**config.mk**
```make
export PLATFORM = sky130hd
export DESIGN_NAME = result_framer
export DESIGN_NICKNAME = d
export VERILOG_FILES = /design/src/rtl/result_framer_pkg.sv /design/src/rtl/result_framer_cycle_counter.sv /design/src/rtl/result_framer.sv
export SDC_FILE = /design/constraint.sdc
export NUM_CORES = 1
export LEC_CHECK = 0
export ABC_AREA = 1
export BUFFER_PORTS_ARGS = -buffer_cell sky130_fd_sc_hd__buf_2
export CAP_MARGIN = 20
export CELL_PAD_IN_SITES_DETAIL_PLACEMENT = 1
export CELL_PAD_IN_SITES_GLOBAL_PLACEMENT = 2
export CORE_ASPECT_RATIO = 2
export CORE_MARGIN = 2
export CORE_UTILIZATION = 34
export CTS_BUF_LIST = sky130_fd_sc_hd__clkbuf_4 sky130_fd_sc_hd__clkbuf_8 sky130_fd_sc_hd__clkbuf_16
export DETAILED_ROUTE_END_ITERATION = 7
export HOLD_SLACK_MARGIN = 0.02
export PLACE_DENSITY_LB_ADDON = 0.05
export SYNTH_ARGS = -nofsm -noshare
export SYNTH_HDL_FRONTEND = slang
export SYNTH_SLANG_ARGS = --single-unit
export TNS_END_PERCENT = 100
```
**constraint.sdc**
```tcl
create_clock -name clk -period 2.55 [get_ports clk]
set_clock_uncertainty 0.15 [all_clocks]
set_input_delay 0 -clock clk [delete_from_list [all_inputs] [get_ports clk]]
set_output_delay 0 -clock clk [all_outputs]
set_load 0.01 [all_outputs]
```
**src/rtl/result_framer_pkg.sv**
```systemverilog
// Shared definitions for the result framer: frame geometry, default start-of-frame
// byte, counter width and the framer state encoding.
package result_framer_pkg;

  localparam logic [7:0] SOF_DEFAULT   = 8'hA5;
  localparam int         FRAME_LEN     = 10;
  localparam int         IDX_W         = 4;
  localparam int         CNT_W_DEFAULT = 32;

  typedef enum logic {
    IDLE = 1'b0,
    SEND = 1'b1
  } state_t;

endpackage

```
**src/rtl/result_framer_cycle_counter.sv**
```systemverilog
// Job cycle counter for the result framer.
// Counts edges since the last job start, saturating at all-ones, and offers the
// value a result arriving on this edge should report.
// Ports:
//   clk      in   rising-edge clock
//   reset    in   asynchronous, active-low
//   enable   in   count enable while a job is running
//   clear    in   job start: count restarts from 0 and the job is marked running
//   capture  in   result seen: the job stops running
//   cap_val  out  saturated count+1 while running, 0 when no job is running
module cycle_counter
  import result_framer_pkg::*;
#(
  parameter int CNT_W = CNT_W_DEFAULT
) (
  input  logic             clk,
  input  logic             reset,
  input  logic             enable,
  input  logic             clear,
  input  logic             capture,
  output logic [CNT_W-1:0] cap_val
);

  localparam logic [CNT_W-1:0] ONE = CNT_W'(1);

  logic [CNT_W-1:0] cnt;
  logic             running;

  function automatic logic [CNT_W-1:0] sat_inc(input logic [CNT_W-1:0] v);
    return (&v) ? v : v + ONE;
  endfunction

  // The capture edge itself is counted, so a result on the edge after job
  // start reports 1.
  assign cap_val = running ? sat_inc(cnt) : '0;

  // Job start outranks capture: on a shared edge the old count has already been
  // offered on cap_val, and the new job starts counting from 0.
  always_ff @(posedge clk or negedge reset) begin
    if (!reset) begin
      cnt     <= '0;
      running <= 1'b0;
    end else if (clear) begin
      cnt     <= '0;
      running <= 1'b1;
    end else if (capture) begin
      running <= 1'b0;
    end else if (running && enable) begin
      cnt <= sat_inc(cnt);
    end
  end

endmodule

```
**src/rtl/result_framer.sv**
```systemverilog
// Result framer: turns each finished mining job into a 10-byte frame on a
// valid/ready byte stream.
// Frame: SOF, nonce[31:0] MSB first, job cycle count MSB first, XOR of bytes 1-8.
// Ports:
//   clk         in   rising-edge clock
//   reset       in   asynchronous, active-low; clears all state
//   job_start   in   one-cycle pulse when a new job is released
//   finished    in   level, high once the nonce is found
//   nonce_in    in   winning nonce, valid while finished=1
//   tx_ready    in   sink accepts tx_data on an edge with tx_valid=1
//   tx_valid    out  tx_data carries a frame byte
//   tx_data     out  frame byte (0 when idle)
//   busy        out  a captured frame is not yet fully sent
//   frame_done  out  one-cycle pulse after the last byte is accepted
//   overrun     out  sticky: a result arrived while busy and was dropped
module result_framer
  import result_framer_pkg::*;
#(
  parameter logic [7:0] SOF   = SOF_DEFAULT,
  parameter int         CNT_W = 32
) (
  input  logic        clk,
  input  logic        reset,
  input  logic        job_start,
  input  logic        finished,
  input  logic [31:0] nonce_in,
  input  logic        tx_ready,
  output logic        tx_valid,
  output logic [7:0]  tx_data,
  output logic        busy,
  output logic        frame_done,
  output logic        overrun
);

  localparam logic [IDX_W-1:0] LAST_IDX = IDX_W'(FRAME_LEN - 1);
  localparam logic [IDX_W-1:0] IDX_ONE  = IDX_W'(1);

  state_t           state_q, state_d;
  logic             fin_q;
  logic             rise;
  logic             accept;
  logic             last_accept;
  logic [IDX_W-1:0] idx_q;
  logic [31:0]      cap_nonce_q;
  logic [CNT_W-1:0] cap_cnt_q;
  logic [CNT_W-1:0] cnt_cap_val;
  logic [7:0]       checksum;

  // A result is the rising edge of the finished level; fin_q clears on reset so
  // a level already high at reset release still produces one frame.
  assign rise = finished & ~fin_q;

  cycle_counter #(.CNT_W(CNT_W)) u_cnt (
    .clk     (clk),
    .reset   (reset),
    .enable  (1'b1),
    .clear   (job_start),
    .capture (rise),
    .cap_val (cnt_cap_val)
  );

  assign tx_valid    = (state_q == SEND);
  assign busy        = (state_q == SEND);
  assign accept      = tx_valid & tx_ready;
  assign last_accept = accept & (idx_q == LAST_IDX);

  always_comb begin
    state_d = state_q;
    case (state_q)
      IDLE:    if (rise) state_d = SEND;
      SEND:    if (last_accept) state_d = IDLE;
      default: state_d = IDLE;
    endcase
  end

  always_ff @(posedge clk or negedge reset) begin
    if (!reset) state_q <= IDLE;
    else        state_q <= state_d;
  end

  // Capture stage: nonce and count are frozen here; later input changes cannot
  // reach the frame in flight.
  always_ff @(posedge clk or negedge reset) begin
    if (!reset) begin
      fin_q       <= 1'b0;
      idx_q       <= '0;
      cap_nonce_q <= '0;
      cap_cnt_q   <= '0;
      frame_done  <= 1'b0;
      overrun     <= 1'b0;
    end else begin
      fin_q      <= finished;
      frame_done <= last_accept;
      // Still SEND on the edge the last byte goes out, so a result there is lost too.
      if (rise && state_q == SEND) overrun <= 1'b1;
      if (rise && state_q == IDLE) begin
        cap_nonce_q <= nonce_in;
        cap_cnt_q   <= cnt_cap_val;
        idx_q       <= '0;
      end else if (accept) begin
        idx_q <= idx_q + IDX_ONE;
      end
    end
  end

  // Byte stage: SOF is left out of the checksum.
  assign checksum = cap_nonce_q[31:24] ^ cap_nonce_q[23:16] ^ cap_nonce_q[15:8] ^ cap_nonce_q[7:0]
                  ^ cap_cnt_q[31:24]   ^ cap_cnt_q[23:16]   ^ cap_cnt_q[15:8]   ^ cap_cnt_q[7:0];

  always_comb begin
    tx_data = 8'h00;
    if (state_q == SEND) begin
      case (idx_q)
        4'd0:    tx_data = SOF;
        4'd1:    tx_data = cap_nonce_q[31:24];
        4'd2:    tx_data = cap_nonce_q[23:16];
        4'd3:    tx_data = cap_nonce_q[15:8];
        4'd4:    tx_data = cap_nonce_q[7:0];
        4'd5:    tx_data = cap_cnt_q[31:24];
        4'd6:    tx_data = cap_cnt_q[23:16];
        4'd7:    tx_data = cap_cnt_q[15:8];
        4'd8:    tx_data = cap_cnt_q[7:0];
        4'd9:    tx_data = checksum;
        default: tx_data = 8'h00;
      endcase
    end
  end

endmodule
```
=== Yosys cells after proc, flatten, opt, wreduce, memory -nomap -nowiden ===
Index checks and enable logic that the tools add are counted.
W data, S select, Z words.

* Word-level logic and storage cells: 55
* Flip-flop bits (word level): 105
* Input bits: 37
* Output and inout port bits: 12

* Bitwise logic cells: 12
* Muxes and demuxes: 14
* Reductions and logical operators: 8
* Eq/ne operators: 10
* Add/sub/neg operators: 2

{| class="wikitable"
|+ Operator list
! operator !! count
|-
| $mux W32 || 5
|-
| $pmux W8 S10 || 1
|-
| $xor A8 B8 Y8 || 7
|-
| $add A32 B1 Y32 const B || 1
|-
| $reduce_and A32 Y1 || 1
|-
| $eq A4 B3 Y1 const B || 4
|-
| $eq A4 B2 Y1 const B || 2
|-
| $eq A4 B4 Y1 const B || 2
|-
| $mux W4 || 2
|-
| $mux W8 || 1
|-
| $reduce_bool A2 Y1 || 3
|-
| $add A4 B1 Y4 const B || 1
|-
| $eq A4 B1 Y1 const B || 1
|-
| $logic_not A4 Y1 || 1
|-
| $mux W1 || 4
|-
| $and A1 B1 Y1 || 3
|-
| $logic_and A1 B1 Y1 || 2
|-
| $ne A2 B2 Y1 const B || 1
|-
| $not A1 Y1 || 2
|-
| $pmux W1 S2 || 1
|-
| $reduce_and A2 Y1 || 1
|}

=== Logic depth before layout (Yosys ltp) ===
Gate-level depths: netlist of run 1.

* Depth in word-level cells: 9
* Mapped depth: 11
* Gate-level depth less buffers: 11

=== Modules after synthesis ===
From an unflattened synthesis of run 1, not the netlist that was laid out.

* Cell total of the unflattened synthesis: 1063
* Area total of the unflattened synthesis: 6935.4 µm²

{| class="wikitable"
|+ By module, submodules not included
! module !! cells each !! instances !! sequential area each (µm²) !! area each (µm²)
|-
| result_framer || 636 || 1 || 1801.7 || 4279.1
|-
| cycle_counter || 427 || 1 || 825.8 || 2656.3
|}

=== Least setup slack after synthesis of run 1 ===
Ideal clock, no wire load.

* Kind: register to register
* Start: reg u_cnt.cnt[0]
* End: reg cap_cnt_q[13]
* Arrival: 1556 ps
* Path buffers: 1
* Cell stages (with the launch flop): 11
* Path slack: 770 ps
* Period minus slack after synthesis: 1780 ps
* Path through: dfrtp_1 > ha_1 > nand2_2 > nor2_4 > nand2_4 > nor2_8 > nand2_4 > buf_6 > nand2_1 > nand2_1 > o21ai_2

* Cells in the longest elaborated chain, start to end: 3

{| class="wikitable"
|+ Ends and longest elaborated chain
! element !! line !! RTL
|-
| from (decl) || result_framer_cycle_counter.sv:26 || <nowiki>logic [CNT_W-1:0] cnt;</nowiki>
|-
| from (signal assigned) || result_framer_cycle_counter.sv:49 || <nowiki>cnt <= sat_inc(cnt);</nowiki>
|-
| $add A32 B1 Y32 / $reduce_and A32 Y1 (equally long branches) || result_framer_cycle_counter.sv:30 || <nowiki>return (&v) ? v : v + ONE;</nowiki>
|-
| $mux W32 * || n/a ||
|-
| $mux W32 * || result_framer_cycle_counter.sv:35 || <nowiki>assign cap_val = running ? sat_inc(cnt) : '0;</nowiki>
|-
| to (signal assigned) || result_framer.sv:98 || <nowiki>cap_cnt_q <= cnt_cap_val;</nowiki>
|-
| to (decl) || result_framer.sv:45 || <nowiki>logic [CNT_W-1:0] cap_cnt_q;</nowiki>
|}

Mark *: on every way between the ends. The rest lies on a longest branch, timed or not.
A chain may end at the register's enable or synchronous reset.

=== Worst setup path after layout of run 1 ===
* Start: reg idx_q[2]
* End: out tx_data[3]

* Cells in the longest elaborated chain, start to end: 3

{| class="wikitable"
|+ Ends and longest elaborated chain
! element !! line !! RTL
|-
| from (decl) || result_framer.sv:43 || <nowiki>logic [IDX_W-1:0] idx_q;</nowiki>
|-
| from (signal assigned) || result_framer.sv:101 || <nowiki>idx_q <= idx_q + IDX_ONE;</nowiki>
|-
| $eq A4 B4 Y1, or another cell as far along || result_framer.sv:113 || <nowiki>case (idx_q)</nowiki>
|-
| $pmux W8 S10 * || result_framer.sv:113 ||
|-
| $mux W8 * || result_framer.sv:112 || <nowiki>if (state_q == SEND) begin</nowiki>
|-
| to (decl) || result_framer.sv:29 || <nowiki>output logic [7:0] tx_data,</nowiki>
|}

Marked as above.

==> results of run 1 <==
## per-layer routing
| layer | track usage | share of wire | vias up |
|---|---|---|---|
| met5 | 0 | 0 | - |
| met4 | 0.119 | 0.046 | 0 |
| met3 | 0.0258 | 0.016 | 53 |
| met2 | 0.471 | 0.56 | 91 |
| met1 | 0.254 | 0.38 | 3229 |
| li1 | - | - | 3354 |
## where the power goes
part | switching [mW] | internal, mW | total (mW)
clock | 0.722 | 0.772 | 1.49
combinational | 1.80 | 0.995 | 2.79
sequential | 0.335 | 2.00 | 2.34
## cell type report
cell class                      instances  share of cell area
Multi-Input combinational cell        769               0.438
Sequential cell                       105               0.330
Timing Repair Buffer                   97              0.0909
Inverter                              131              0.0618
Tap cell                              259              0.0407
Clock buffer                            9              0.0283
Clock inverter                          7             0.00975
## how the worst min path moves through the flow
stage,cells after the start,end,startpoint
2_1_floorplan,0,busy,reset
3_3_place_gp,1,cap_cnt_q[24],reset
3_5_place_dp,1,cap_cnt_q[24],reset
4_1_cts,2,cap_cnt_q[24],reset
5_1_grt,2,cap_cnt_q[24],reset
6_report,2,cap_cnt_q[24],reset
## stage by stage
step	total power [mW]	hold slack, ns	worst slack (ns)	instances
final	6.63	0.0413	0.186	1377
after global routing	7.22	0.0871	0.00324	1377
after CTS	6.69	0.0583	0.0508	1377
after detailed placement	5.12	-0.0844	0.344	1326
after global placement	5.07	-0.0888	0.426	1326
after floorplan	4.19	-0.446	0.770	1030
## cell families after synthesis
group | share of synthesized area
adders and majority gates | 0.00931
DFF | 0.391
AOI/OAI and AO/OA | 0.0797
xor gates and xnor gates | 0.0248
buffers and inverters | 0.0934
and+or+nand+nor | 0.402
## cell usage after synthesis
cell type,instances,share of area
sky130_fd_sc_hd__nand2_1,490,0.27
sky130_fd_sc_hd__nor2_8,1,0.0030
sky130_fd_sc_hd__a21oi_1,10,0.0074
sky130_fd_sc_hd__inv_2,6,0.0034
sky130_fd_sc_hd__xnor2_1,3,0.0039
sky130_fd_sc_hd__nand2_4,2,0.0034
sky130_fd_sc_hd__nor2_1,53,0.030
sky130_fd_sc_hd__o21bai_1,1,0.0011
sky130_fd_sc_hd__buf_2,13,0.0097
sky130_fd_sc_hd__buf_4,1,0.0011
sky130_fd_sc_hd__nand3_1,68,0.051
sky130_fd_sc_hd__o22ai_1,9,0.0084
sky130_fd_sc_hd__o2111ai_1,4,0.0052
sky130_fd_sc_hd__nor4_1,2,0.0019
sky130_fd_sc_hd__nor3_1,14,0.010
sky130_fd_sc_hd__clkinv_1,1,0.00056
sky130_fd_sc_hd__clkbuf_1,8,0.0045
sky130_fd_sc_hd__o21ai_1,4,0.0030
sky130_fd_sc_hd__nor3_4,2,0.0048
sky130_fd_sc_hd__o21ai_2,11,0.014
sky130_fd_sc_hd__nand2_2,5,0.0047
sky130_fd_sc_hd__inv_1,124,0.069
sky130_fd_sc_hd__and3_1,1,0.00093
sky130_fd_sc_hd__o221ai_1,4,0.0052
sky130_fd_sc_hd__xor2_1,16,0.021
sky130_fd_sc_hd__dfrtp_1,105,0.39
sky130_fd_sc_hd__nor2_2,6,0.0056
sky130_fd_sc_hd__nor3_2,3,0.0045
sky130_fd_sc_hd__buf_6,3,0.0050
sky130_fd_sc_hd__nand4_1,6,0.0056
sky130_fd_sc_hd__ha_1,5,0.0093
sky130_fd_sc_hd__o21ai_0,47,0.035
sky130_fd_sc_hd__nor2_4,2,0.0034
## state kept, by name (all words and copies together) (netlist names)
signal         cells
u_cnt.cnt         32
frame_done         1
idx_q              4
cap_cnt_q         32
fin_q              1
cap_nonce_q       32
u_cnt.running      1
busy               1
overrun            1
## timing repair
item | in CTS | in global routing
endpoints found under the hold margin | 145 | 0
gates resized for setup | 0 | 5
endpoints found under the setup margin | 0 | 5
hold buffers | 35 | 0
==> qor.log, run 1 <==
[hold_path] path category of the worst min-delay check primary input to asynchronous set/reset pin
[sta] shortest clock period the worst path allows after layout 2.36 ns
[setup_path] most common cell type on the critical path sky130_fd_sc_hd__nand2_1
[outcome] status finished, final reports clean
[cells_and_area] relative area change from synthesis to final layout 18.4%
[setup_path] Critical path origin idx_q[2]
[floorplan] height of the die 203 µm
[global_routing] antenna violations before repair 0
[clock_tree] TritonCTS Buffers 9
[setup_path] logic depth of the worst path, buffers included 8
[route] total via count after detailed routing 6727
[setup_path] Largest stage delay, worst path 0.54 ns
[floorplan] number of standard-cell rows in the floorplan 72
[setup_path] type of element capturing the critical path output pin
[global_routing] vias in the first global route 7203
[placement] final weighted congestion in routability-driven placement 0.904
[cells_and_area] fraction of layout instances using a drive strength above 1 0.108
[clock_tree] Skew-Pair Late Insertion Delay 0.37 ns
[setup_path] terminus of the critical flop-to-flop path u_cnt.cnt[2]
[synth] gate count of the mapped netlist 1030
[clock_tree] setup fix buffers added after clock tree synthesis 0
[sta] final hold violation count 0
[global_routing] GRT Residual Overflow 0
[synth] Synth Area per Inst 6.53 µm²
[setup_path] Critical Path Slowest Stage Cell sky130_fd_sc_hd__dfrtp_1
[setup_path] critical path fanouts, max 10
[sta] final worst path period share 0.927
[setup_path] number of cells on the worst reg-to-reg path 9
[route] drt total wl 24700 µm
[placement] detailed-placement wirelength estimate 18900 µm
[cells_and_area] most common cell after layout, fill and taps aside sky130_fd_sc_hd__nand2_1
[synth] library cells used by synthesis 33
[floorplan] total I/O pin count 49
[setup_path] setup slack on the worst flop-to-flop path 0.37 ns
[route] number of nets still failing antenna checks after routing 0
[clock_tree] Sinks on Clock Net 105
[route] DR pass1 iterations 4
[sta] final number of setup-violating endpoints 0
[placement] count of input and output buffers 48
[power] leakage power 4.12 nW
[sta] Max Fclk 423 MHz
[sta] worst relative slew slack 0.535
[sta] Total Neg Setup Slack 0 ns
[global_routing] maximum number of pins on one net before global-route repair 69
[synth] flip-flop and latch count after synthesis 105
[setup_path] data required time at the worst endpoint 2.40 ns
[route] DRC marker count from the first detailed-route iteration 176
[clock_tree] root buffer cell sky130_fd_sc_hd__clkbuf_16
[cells_and_area] Storage cell area 2630 µm²
[setup_path] Buffers & Inverters on Critical Path 2
[clock_tree] H-tree levels 3
[cells_and_area] Layout Nets 1155
[cells_and_area] diode insertion count for antenna repair 0
[cells_and_area] most used cells in the layout excluding fill and tap cells sky130_fd_sc_hd__nand2_1 (490), sky130_fd_sc_hd__inv_1 (124), sky130_fd_sc_hd__dfrtp_1 (105), sky130_fd_sc_hd__nand3_1 (65), sky130_fd_sc_hd__nor2_1 (52)
[cells_and_area] number of fill cells 2581
[flow_run] number of max-capacitance violations reported 0
[synth] Post-Syn Area 6720 µm²
[route] wire per inst 17.9 µm
[setup_path] dominant delay contributor by cell family on the critical path simple AND/OR/NAND/NOR gates
[setup_path] critical register-to-register path startpoint u_cnt.cnt[0]
[clock_tree] clock input transition at the sequential cells of the worst setup and hold paths 0.08 ns
[sta] RSZ-0062 raised after global routing false
[clock_tree] TritonCTS clock tree yes
[sta] Max Slew Vio Count 0
[floorplan] die outline width 103 µm
[clock_tree] Longest Clk Path Bufs 2
[setup_path] category of the worst setup path launch point flip-flop
[setup_path] arrival time of the worst setup path 2.21 ns
[power] peak supply drop 0.304 mV
[cells_and_area] combined area of the multi-input logic cells 3490 µm²
[synth] syn nets 1072
[cells_and_area] final design instance area without fill 7960 µm²
[global_routing] first-pass GRT wire length 38500 µm
[setup_path] chain of cells forming the critical path nor2_2 > nand2_1 > inv_1 > nand2_1 > o2111ai_1 > nor2_1 > a21oi_1 > buf_2
[floorplan] starting density of the core 0.347
[sta] actual slew at the worst max-slew pin 0.698 ns
[global_routing] GRT Overall Usage 0.247
[synth] part of the Yosys area used for sequential elements 0.391
[placement] Post-Place Cell Area 7290 µm²
[route] post-route DRC violation count 0
[cells_and_area] Core Util, Final 0.411
[floorplan] Core Footprint 19400 µm²
[synth] count of synthesis-stage warnings from yosys 0
[route] drt via density 4.89
[setup_path] WS Path Type flip-flop to output pin
[power] power density of the placed cells 832 nW/µm²
[setup_path] capturing element of the worst setup path tx_data[3]
[floorplan] die area 21000 µm²
Power figures use the tool's default switching activity.
==> run 2: changes to the inputs <==
--- a/config.mk
+++ b/config.mk
@@ -16,7 +16,7 @@
 export CTS_BUF_LIST = sky130_fd_sc_hd__clkbuf_4 sky130_fd_sc_hd__clkbuf_8 sky130_fd_sc_hd__clkbuf_16
 export DETAILED_ROUTE_END_ITERATION = 7
 export HOLD_SLACK_MARGIN = 0.02
-export PLACE_DENSITY_LB_ADDON = 0.05
+export PLACE_DENSITY = 0.77
 export SYNTH_ARGS = -nofsm -noshare
 export SYNTH_HDL_FRONTEND = slang
 export SYNTH_SLANG_ARGS = --single-unit
==> qor.log, run 2 (synthesized netlist as in run 1, its figures left out) <==
[power] part of the power in registers 0.342 [-0.011]
[placement] Post-Place Cell Area 7330 µm² [+0.62%]
[global_routing] first-pass GRT wire length 38200 µm [-0.64%]
[hold_path] path category of the worst min-delay check primary input to asynchronous set/reset pin
[route] DRC marker count from the first detailed-route iteration 226 [+28%]
[clock_tree] Longest Clk Path Bufs 2 [unchanged]
[power] internal power consumption 3.98 mW [+5.4%]
[power] peak supply drop 0.352 mV [+16%]
[cells_and_area] Layout Nets 1161 [+0.52%]
[placement] count of input and output buffers 48 [unchanged]
[power] combinational cell fraction of total power 0.414 [-0.007]
[global_routing] vias in the first global route 7269 [+0.92%]
[cells_and_area] diode insertion count for antenna repair 0 [unchanged]
[route] drt total wl 24500 µm [-0.56%]
[power] leakage power 4.15 nW [+0.90%]
[clock_tree] clock input transition at the sequential cells of the worst setup and hold paths 0.08 ns [about the same]
[route] DR pass1 iterations 4 [unchanged]
[clock_tree] Sinks on Clock Net 105 [unchanged]
[clock_tree] H-tree levels 3 [unchanged]
[setup_path] Largest stage delay, worst path 0.40 ns [-0.14 ns]
[sta] Max Slew Vio Count 0 [unchanged]
[cells_and_area] Largest regs cap_cnt_q x32, cap_nonce_q x32, u_cnt.cnt x32
[route] drt via density 4.86 [-0.52%]
[setup_path] number of cells on the worst reg-to-reg path 9 [unchanged]
[setup_path] chain of cells forming the critical path inv_1 > ha_1 > and3_1 > buf_4 > nand2_1 > nand4_1 > nor3_1 > a21oi_1 > buf_2
[sta] actual slew at the worst max-slew pin 0.671 ns [-0.0262 ns]
[flow_run] number of max-capacitance violations reported 0 [unchanged]
[power] clock group share of total power 0.244 [+0.019]
[floorplan] starting density of the core 0.347 [unchanged]
[setup_path] type of element capturing the critical path output pin
[floorplan] height of the die 203 µm [unchanged]
[power] net switching share of the total power 0.416 [-0.0147]
[sta] worst relative slew slack 0.552 [+0.0175]
[setup_path] terminus of the critical flop-to-flop path cap_cnt_q[19]
[placement] final weighted congestion in routability-driven placement 0.912 [+0.92%]
[sta] Total Neg Setup Slack 0 ns [unchanged]
[cells_and_area] fraction of layout instances using a drive strength above 1 0.112 [+0.00387]
[clock_tree] Skew-Pair Late Insertion Delay 0.38 ns [about the same]
[sta] final number of setup-violating endpoints 0 [unchanged]
[setup_path] setup slack on the worst flop-to-flop path 0.38 ns [about the same]
[clock_tree] root buffer cell sky130_fd_sc_hd__clkbuf_16
[setup_path] category of the worst setup path launch point flip-flop
[power] switching power total 2.83 mW [-0.75%]
[cells_and_area] final design instance area without fill 8030 µm² [+0.91%]
[sta] final worst path period share 0.947 [+0.0193]
[route] wire per inst 17.7 µm [-0.99%]
[cells_and_area] most common cell after layout, fill and taps aside sky130_fd_sc_hd__nand2_1
[route] number of nets still failing antenna checks after routing 0 [unchanged]
[floorplan] number of standard-cell rows in the floorplan 72 [unchanged]
[setup_path] arrival time of the worst setup path 2.26 ns [+0.05 ns]
[sta] shortest clock period the worst path allows after layout 2.41 ns [+0.0492 ns]
[floorplan] Core Footprint 19400 µm² [unchanged]
[sta] Max Fclk 414 MHz [-2.0%]
[setup_path] critical register-to-register path startpoint u_cnt.cnt[0]
[cells_and_area] relative area change from synthesis to final layout 19.5%
[setup_path] data required time at the worst endpoint 2.40 ns [about the same]
[placement] detailed-placement wirelength estimate 19100 µm [+1.2%]
[setup_path] Critical path origin idx_q[0]
[route] post-route DRC violation count 0 [unchanged]
[power] power density of the placed cells 848 nW/µm² [+1.8%]
[clock_tree] TritonCTS clock tree yes
[floorplan] total I/O pin count 49 [unchanged]
[outcome] status finished, final reports clean
[cells_and_area] most used cells in the layout excluding fill and tap cells sky130_fd_sc_hd__nand2_1 (490), sky130_fd_sc_hd__inv_1 (121), sky130_fd_sc_hd__dfrtp_1 (105), sky130_fd_sc_hd__nand3_1 (67), sky130_fd_sc_hd__nor2_1 (53)
[setup_path] critical path fanouts, max 6 [-4]
[route] total via count after detailed routing 6721 [-0.089%]
[setup_path] Critical Path Slowest Stage Cell sky130_fd_sc_hd__dfrtp_1
[floorplan] die area 21000 µm² [unchanged]
[floorplan] die outline width 103 µm [unchanged]
[setup_path] WS Path Type flip-flop to output pin
[sta] RSZ-0062 raised after global routing false
[global_routing] antenna violations before repair 0 [unchanged]
[sta] final hold violation count 0 [unchanged]
[global_routing] maximum number of pins on one net before global-route repair 69 [unchanged]
[setup_path] capturing element of the worst setup path tx_data[1]
[clock_tree] TritonCTS Buffers 9 [unchanged]
[global_routing] GRT Residual Overflow 0 [unchanged]
[global_routing] GRT Overall Usage 0.247 [about the same]
-- run 2: changes by cell type in the layout (fill, tap and decap cells not counted), moves of 2 or more --
cell	delta
sky130_fd_sc_hd__buf_4	+6
sky130_fd_sc_hd__bufinv_16	+2
sky130_fd_sc_hd__inv_1	-3
sky130_fd_sc_hd__inv_2	+3
sky130_fd_sc_hd__inv_6	-2
sky130_fd_sc_hd__nand3_1	+2
sky130_fd_sc_hd__nand3_2	-2
-- run 2: cell type report --
type	instances	area (µm²)
clock buffer	9	225
clock inverter	7	119
fill	2592	11300
inverter	131	492
multi-input combinational	769	3480
sequential	105	2630
tap	259	324
timing repair buffer	103	768
-- run 2: power groups by stage --
stage          registers [mW]  clock network [mW]  logic (mW)
2_1_floorplan            2.24                   0        1.95
3_3_place_gp             2.36                   0        2.74
3_5_place_dp             2.35                   0        2.80
4_1_cts                  2.33                1.72        2.86
5_1_grt                  2.38                1.76        3.24
6_report                 2.33                1.66        2.82
-- run 2: per-layer routing --
metal | global-route usage | up-vias | routed length, µm
met3 | 0.0269 | 55 | 403
met1 | 0.246 | 3203 | 8930
li1 | - | 3360 | -
met5 | 0 | - | 0
met4 | 0.134 | 0 | 1300
met2 | 0.472 | 103 | 13900
-- run 2: worst min path at each step --
| stage | end | from | slack (ns) | cells after the start |
|---|---|---|---|---|
| floorplan | busy | reset | -0.45 | 0 |
| global placement | cap_cnt_q[24] | reset | -0.07 | 1 |
| detailed placement | cap_cnt_q[24] | reset | -0.07 | 1 |
| CTS | u_cnt.cnt[20] | job_start | 0.04 | 5 |
| global route | u_cnt.cnt[20] | job_start | 0.07 | 5 |
| finish | u_cnt.cnt[25] | reset | 0.05 | 2 |
-- run 2: per-stage QoR --
stage	hold slack [ns]	utilization	instances	power (mW)	worst slack, ns
6_report	0.0507	0.415	1383	6.81	0.136
4_1_cts	0.0443	0.415	1383	6.92	0.0679
5_1_grt	0.0680	0.415	1383	7.37	0.0172
3_3_place_gp	-0.0695	0.379	1332	5.10	0.415
2_1_floorplan	-0.446	-	1030	4.19	0.770
3_5_place_dp	-0.0671	0.379	1332	5.15	0.368
-- run 2: repair_timing --
item,4_1_cts,5_1_grt
endpoints found under the hold margin,111,0
hold buffers,35,0
gates resized for setup,1,3
endpoints found under the setup margin,1,3
setup buffers,0,0
-- run 2: worst max-delay path, delay by kind of cell (launching register included) --
| family | cells | cell delay, ns |
|---|---|---|
| AOI/OAI and AO/OA | 1 | 0.20 |
| DFF | 1 | 0.40 |
| buffers and inverters | 3 | 0.51 |
| and+or+nand+nor | 4 | 0.55 |
| adders and majority gates | 1 | 0.22 |
==> run 3: changes to the inputs <==
--- a/config.mk
+++ b/config.mk
@@ -5,18 +5,18 @@
 export SDC_FILE = /design/constraint.sdc
 export NUM_CORES = 1
 export LEC_CHECK = 0
-export ABC_AREA = 1
 export BUFFER_PORTS_ARGS = -buffer_cell sky130_fd_sc_hd__buf_2
 export CAP_MARGIN = 20
 export CELL_PAD_IN_SITES_DETAIL_PLACEMENT = 1
 export CELL_PAD_IN_SITES_GLOBAL_PLACEMENT = 2
-export CORE_ASPECT_RATIO = 2
+export CORE_ASPECT_RATIO = 1.5
 export CORE_MARGIN = 2
-export CORE_UTILIZATION = 34
+export CORE_UTILIZATION = 37
 export CTS_BUF_LIST = sky130_fd_sc_hd__clkbuf_4 sky130_fd_sc_hd__clkbuf_8 sky130_fd_sc_hd__clkbuf_16
 export DETAILED_ROUTE_END_ITERATION = 7
 export HOLD_SLACK_MARGIN = 0.02
-export PLACE_DENSITY = 0.77
+export PLACE_DENSITY = 0.76
+export RECOVER_POWER = 50
 export SYNTH_ARGS = -nofsm -noshare
 export SYNTH_HDL_FRONTEND = slang
 export SYNTH_SLANG_ARGS = --single-unit
==> qor.log, run 3 <==
[outcome] status finished, final reports clean
[global_routing] vias in the first global route 5951 [-18%]
[global_routing] met3 Resource Use GR 0.0251 [-0.00171]
[setup_path] terminus of the critical flop-to-flop path u_cnt.cnt[31]
[clock_tree] Sinks on Clock Net 105 [unchanged]
[synth] gate count of the mapped netlist 726 [-30%]
[synth] cell type with the largest total area after synthesis sky130_fd_sc_hd__dfrtp_1
[synth] share of flip-flops with an asynchronous set or reset 1.00 [unchanged]
[clock_tree] TritonCTS clock tree yes
[global_routing] GRT Overall Usage 0.235 [-0.0123]
[global_routing] M2 GR Usage 0.438 [-0.0337]
[global_routing] first-pass GRT wire length 32400 µm [-15%]
[route] DRC marker count from the first detailed-route iteration 264 [+17%]
[sta] Max Fclk 410 MHz [-0.95%]
[setup_path] critical path fanouts, max 8 [+2]
[cells_and_area] most used cells in the layout excluding fill and tap cells sky130_fd_sc_hd__nand2_1 (144), sky130_fd_sc_hd__dfrtp_1 (103), sky130_fd_sc_hd__xnor2_1 (67), sky130_fd_sc_hd__nand3_1 (51), sky130_fd_sc_hd__a21oi_1 (44)
[sta] Max Slew Vio Count 0 [unchanged]
[power] leakage power 3.19 nW [-23%]
[cells_and_area] Largest regs cap_cnt_q x32, cap_nonce_q x32, u_cnt.cnt x32
[clock_tree] Skew-Pair Late Insertion Delay 0.36 ns [-0.02 ns]
[global_routing] antenna violations before repair 0 [unchanged]
[placement] Post-Place Cells 975 [-27%]
[setup_path] arrival time of the worst setup path 2.29 ns [+0.03 ns]
[synth] most used standard cell by instance count after synthesis sky130_fd_sc_hd__nand2_1
[synth] part of the Yosys area used for sequential elements 0.421 [+0.0296]
[setup_path] setup slack on the worst flop-to-flop path 0.24 ns [-0.14 ns]
[route] number of nets still failing antenna checks after routing 0 [unchanged]
[route] DR pass1 iterations 4 [unchanged]
[clock_tree] clock input transition at the sequential cells of the worst setup and hold paths 0.08 ns [about the same]
[synth] post-synth top area share 0.421 [+0.0296]
[synth] number of enable-type register cells in the synthesized netlist 0 [unchanged]
[sta] final number of setup-violating endpoints 0 [unchanged]
[sta] shortest clock period the worst path allows after layout 2.44 ns [+0.0232 ns]
[route] post-route DRC violation count 0 [unchanged]
[power] power density of the placed cells 879 nW/µm² [+3.7%]
[setup_path] number of cells on the worst reg-to-reg path 7 [-2]
[synth] count of synthesis-stage warnings from yosys 0 [unchanged]
[route] total via count after detailed routing 5728 [-15%]
[power] Pwr Total 6.74 mW [-1.1%]
[cells_and_area] Core Util, Final 0.459 [+0.0443]
[cells_and_area] most common cell after layout, fill and taps aside sky130_fd_sc_hd__nand2_1
[synth] syn nets 768 [-28%]
[placement] detailed-placement wirelength estimate 14700 µm [-23%]
[cells_and_area] Layout Nets 859 [-26%]
[clock_tree] H-tree levels 3 [unchanged]
[power] peak supply drop 0.447 mV [+27%]
[flow_run] number of max-capacitance violations reported 0 [unchanged]
[floorplan] number of standard-cell rows in the floorplan 58 [-19%]
[hold_path] Hold Crit Endpoint u_cnt.cnt[0]
[setup_path] type of element capturing the critical path output pin
[cells_and_area] relative area change from synthesis to final layout 22.6%
[route] drt total wl 20100 µm [-18%]
[floorplan] starting density of the core 0.374 [+0.0273]
[global_routing] GRT Residual Overflow 0 [unchanged]
[floorplan] die area 18000 µm² [-14%]
[clock_tree] Longest Clk Path Bufs 2 [unchanged]
[placement] count of input and output buffers 48 [unchanged]
[floorplan] Core Footprint 16700 µm² [-14%]
[setup_path] critical register-to-register path startpoint u_cnt.cnt[1]
[hold_path] path category of the worst min-delay check primary input to flip-flop
[synth] cell types with the largest area share after synthesis sky130_fd_sc_hd__dfrtp_1 (42%), sky130_fd_sc_hd__xnor2_1 (9.4%), sky130_fd_sc_hd__nand2_1 (8.7%), sky130_fd_sc_hd__nand3_1 (4.1%), sky130_fd_sc_hd__a21oi_1 (3.5%)
[setup_path] category of the worst setup path launch point flip-flop
[floorplan] total I/O pin count 49 [unchanged]
[sta] worst relative slew slack 0.229 [-0.324]
[sta] Total Neg Setup Slack 0 ns [unchanged]
[synth] library cells used by synthesis 57 [+73%]
[route] drt via density 5.55 [+14%]
[sta] final worst path period share 0.956 [+0.00909]
[sta] final hold violation count 0 [unchanged]
[setup_path] data required time at the worst endpoint 2.40 ns [about the same]
[cells_and_area] diode insertion count for antenna repair 0 [unchanged]
[cells_and_area] fraction of layout instances using a drive strength above 1 0.165 [+0.0534]
[hold_path] min-delay src job_start
[placement] final weighted congestion in routability-driven placement 0.867 [-4.9%]
[synth] commonest cells in the synthesized netlist sky130_fd_sc_hd__nand2_1 (144), sky130_fd_sc_hd__dfrtp_1 (105), sky130_fd_sc_hd__xnor2_1 (67)
[synth] Post-Syn Area 6250 µm² [-7.0%]
[floorplan] height of the die 163 µm [-20%]
[cells_and_area] non-filler instance count after layout 1032 [-25%]
[sta] actual slew at the worst max-slew pin 1.16 ns [+0.485 ns]
[synth] flip-flop and latch count after synthesis 105 [unchanged]
[sta] final hold slack 0.0662 ns [+0.0155 ns]
[global_routing] global route hottest layer met2
[sta] RSZ-0062 raised after global routing true
[clock_tree] root buffer cell sky130_fd_sc_hd__clkbuf_16
[synth] Synth Area per Inst 8.61 µm² [+32%]
[hold_path] hold depth 2
[clock_tree] TritonCTS Buffers 9 [unchanged]
[global_routing] maximum number of pins on one net before global-route repair 68 [-1.4%]
[global_routing] met1 track demand over resource 0.277 [+0.0312]
[floorplan] die outline width 110 µm [+6.5%]
[synth] top_reg_cell synth sky130_fd_sc_hd__dfrtp_1
[setup_path] WS Path Type flip-flop to output pin
[route] wire per inst 19.5 µm [+9.8%]
## run 3: cell types whose count changed after synthesis, moves of 9 or more
cell | previous run | this run
sky130_fd_sc_hd__o21ai_2 | 11 | 0
sky130_fd_sc_hd__nor2b_1 | 0 | 9
sky130_fd_sc_hd__a31oi_1 | 0 | 11
sky130_fd_sc_hd__nand3_1 | 68 | 51
sky130_fd_sc_hd__or3_1 | 0 | 25
sky130_fd_sc_hd__inv_1 | 124 | 7
sky130_fd_sc_hd__xnor2_1 | 3 | 67
sky130_fd_sc_hd__or4_1 | 0 | 9
sky130_fd_sc_hd__nor2_1 | 53 | 24
sky130_fd_sc_hd__buf_2 | 13 | 3
sky130_fd_sc_hd__nand2_1 | 490 | 144
sky130_fd_sc_hd__a21oi_1 | 10 | 44
sky130_fd_sc_hd__clkbuf_1 | 8 | 41
## run 3: logic make-up (layout without fill, tap and decap cells)
family	count (synthesis)	count (layout)	share of synthesized area
xor+xnor	76	76	0.107
fa+ha+maj	5	5	0.0100
simple gates	319	319	0.249
buf+inv	57	153	0.0368
mux	8	8	0.0150
compound gates	156	156	0.162
flops	105	105	0.421
## run 3: power breakdown
group / switching (mW) / internal (mW) / leakage, nW / total, mW
Sequential: 0.455 / 1.96 / 1.39 / 2.42
Clock: 0.671 / 0.877 / 0.156 / 1.55
Combinational: 1.44 / 1.33 / 1.64 / 2.77
Total: 2.56 / 4.17 / 3.19 / 6.74
## run 3: timing repair
item / in CTS / in global routing
hold endpoints to repair: 92 / 0
buffers inserted: 1 / 5
hold buffers: 35 / 0
gates resized for setup: 4 / 15
pin swaps: 0 / 4
endpoints found under the setup margin: 8 / 12
## run 3: area by class of cell
| class | instances | area (µm²) |
|---|---|---|
| repair buffers | 130 | 955 |
| clock buffers | 10 | 233 |
| clock inverters | 6 | 90.1 |
| inverters | 7 | 26.3 |
| well taps | 210 | 263 |
| flip-flops and latches | 105 | 2630 |
| multi-input cells | 564 | 3460 |
| fillers | 1967 | 9030 |
## run 3: worst max-delay path, cell delays in order (launching register included)
cell and delay [ns]:
sky130_fd_sc_hd__dfrtp_1 0.43, sky130_fd_sc_hd__buf_6 0.14, sky130_fd_sc_hd__ha_4 0.20, sky130_fd_sc_hd__buf_6 0.15, sky130_fd_sc_hd__buf_4 0.13, sky130_fd_sc_hd__a222oi_1 0.27, sky130_fd_sc_hd__a21oi_1 0.11, sky130_fd_sc_hd__a21oi_1 0.13
sky130_fd_sc_hd__o32a_1 0.16, sky130_fd_sc_hd__a21oi_1 0.07, sky130_fd_sc_hd__buf_2 0.14
## run 3: metal layers
metal | part of all wire | wire length (µm)
met1 | 0.42 | 8400
met2 | 0.55 | 11000
met3 | 0.017 | 345
met4 | 0.017 | 339
met5 | 0 | 0
## run 3: per-stage QoR
stage,worst slack (ns),cell area [µm²]
2_1_floorplan,0.143,6250
3_3_place_gp,0.170,6890
3_5_place_dp,0.108,6890
4_1_cts,0.0130,7580
5_1_grt,-0.0330,7660
6_report,0.113,7660
## run 3: worst max path at each step
stage,from,endpoint,depth (start not counted)
6_report,idx_q[1],tx_data[5],10
5_1_grt,idx_q[1],tx_data[1],9
4_1_cts,idx_q[0],tx_data[0],7
3_5_place_dp,u_cnt.cnt[22],u_cnt.cnt[23],6
3_3_place_gp,u_cnt.cnt[17],u_cnt.cnt[23],6
2_1_floorplan,u_cnt.cnt[3],u_cnt.cnt[23],8
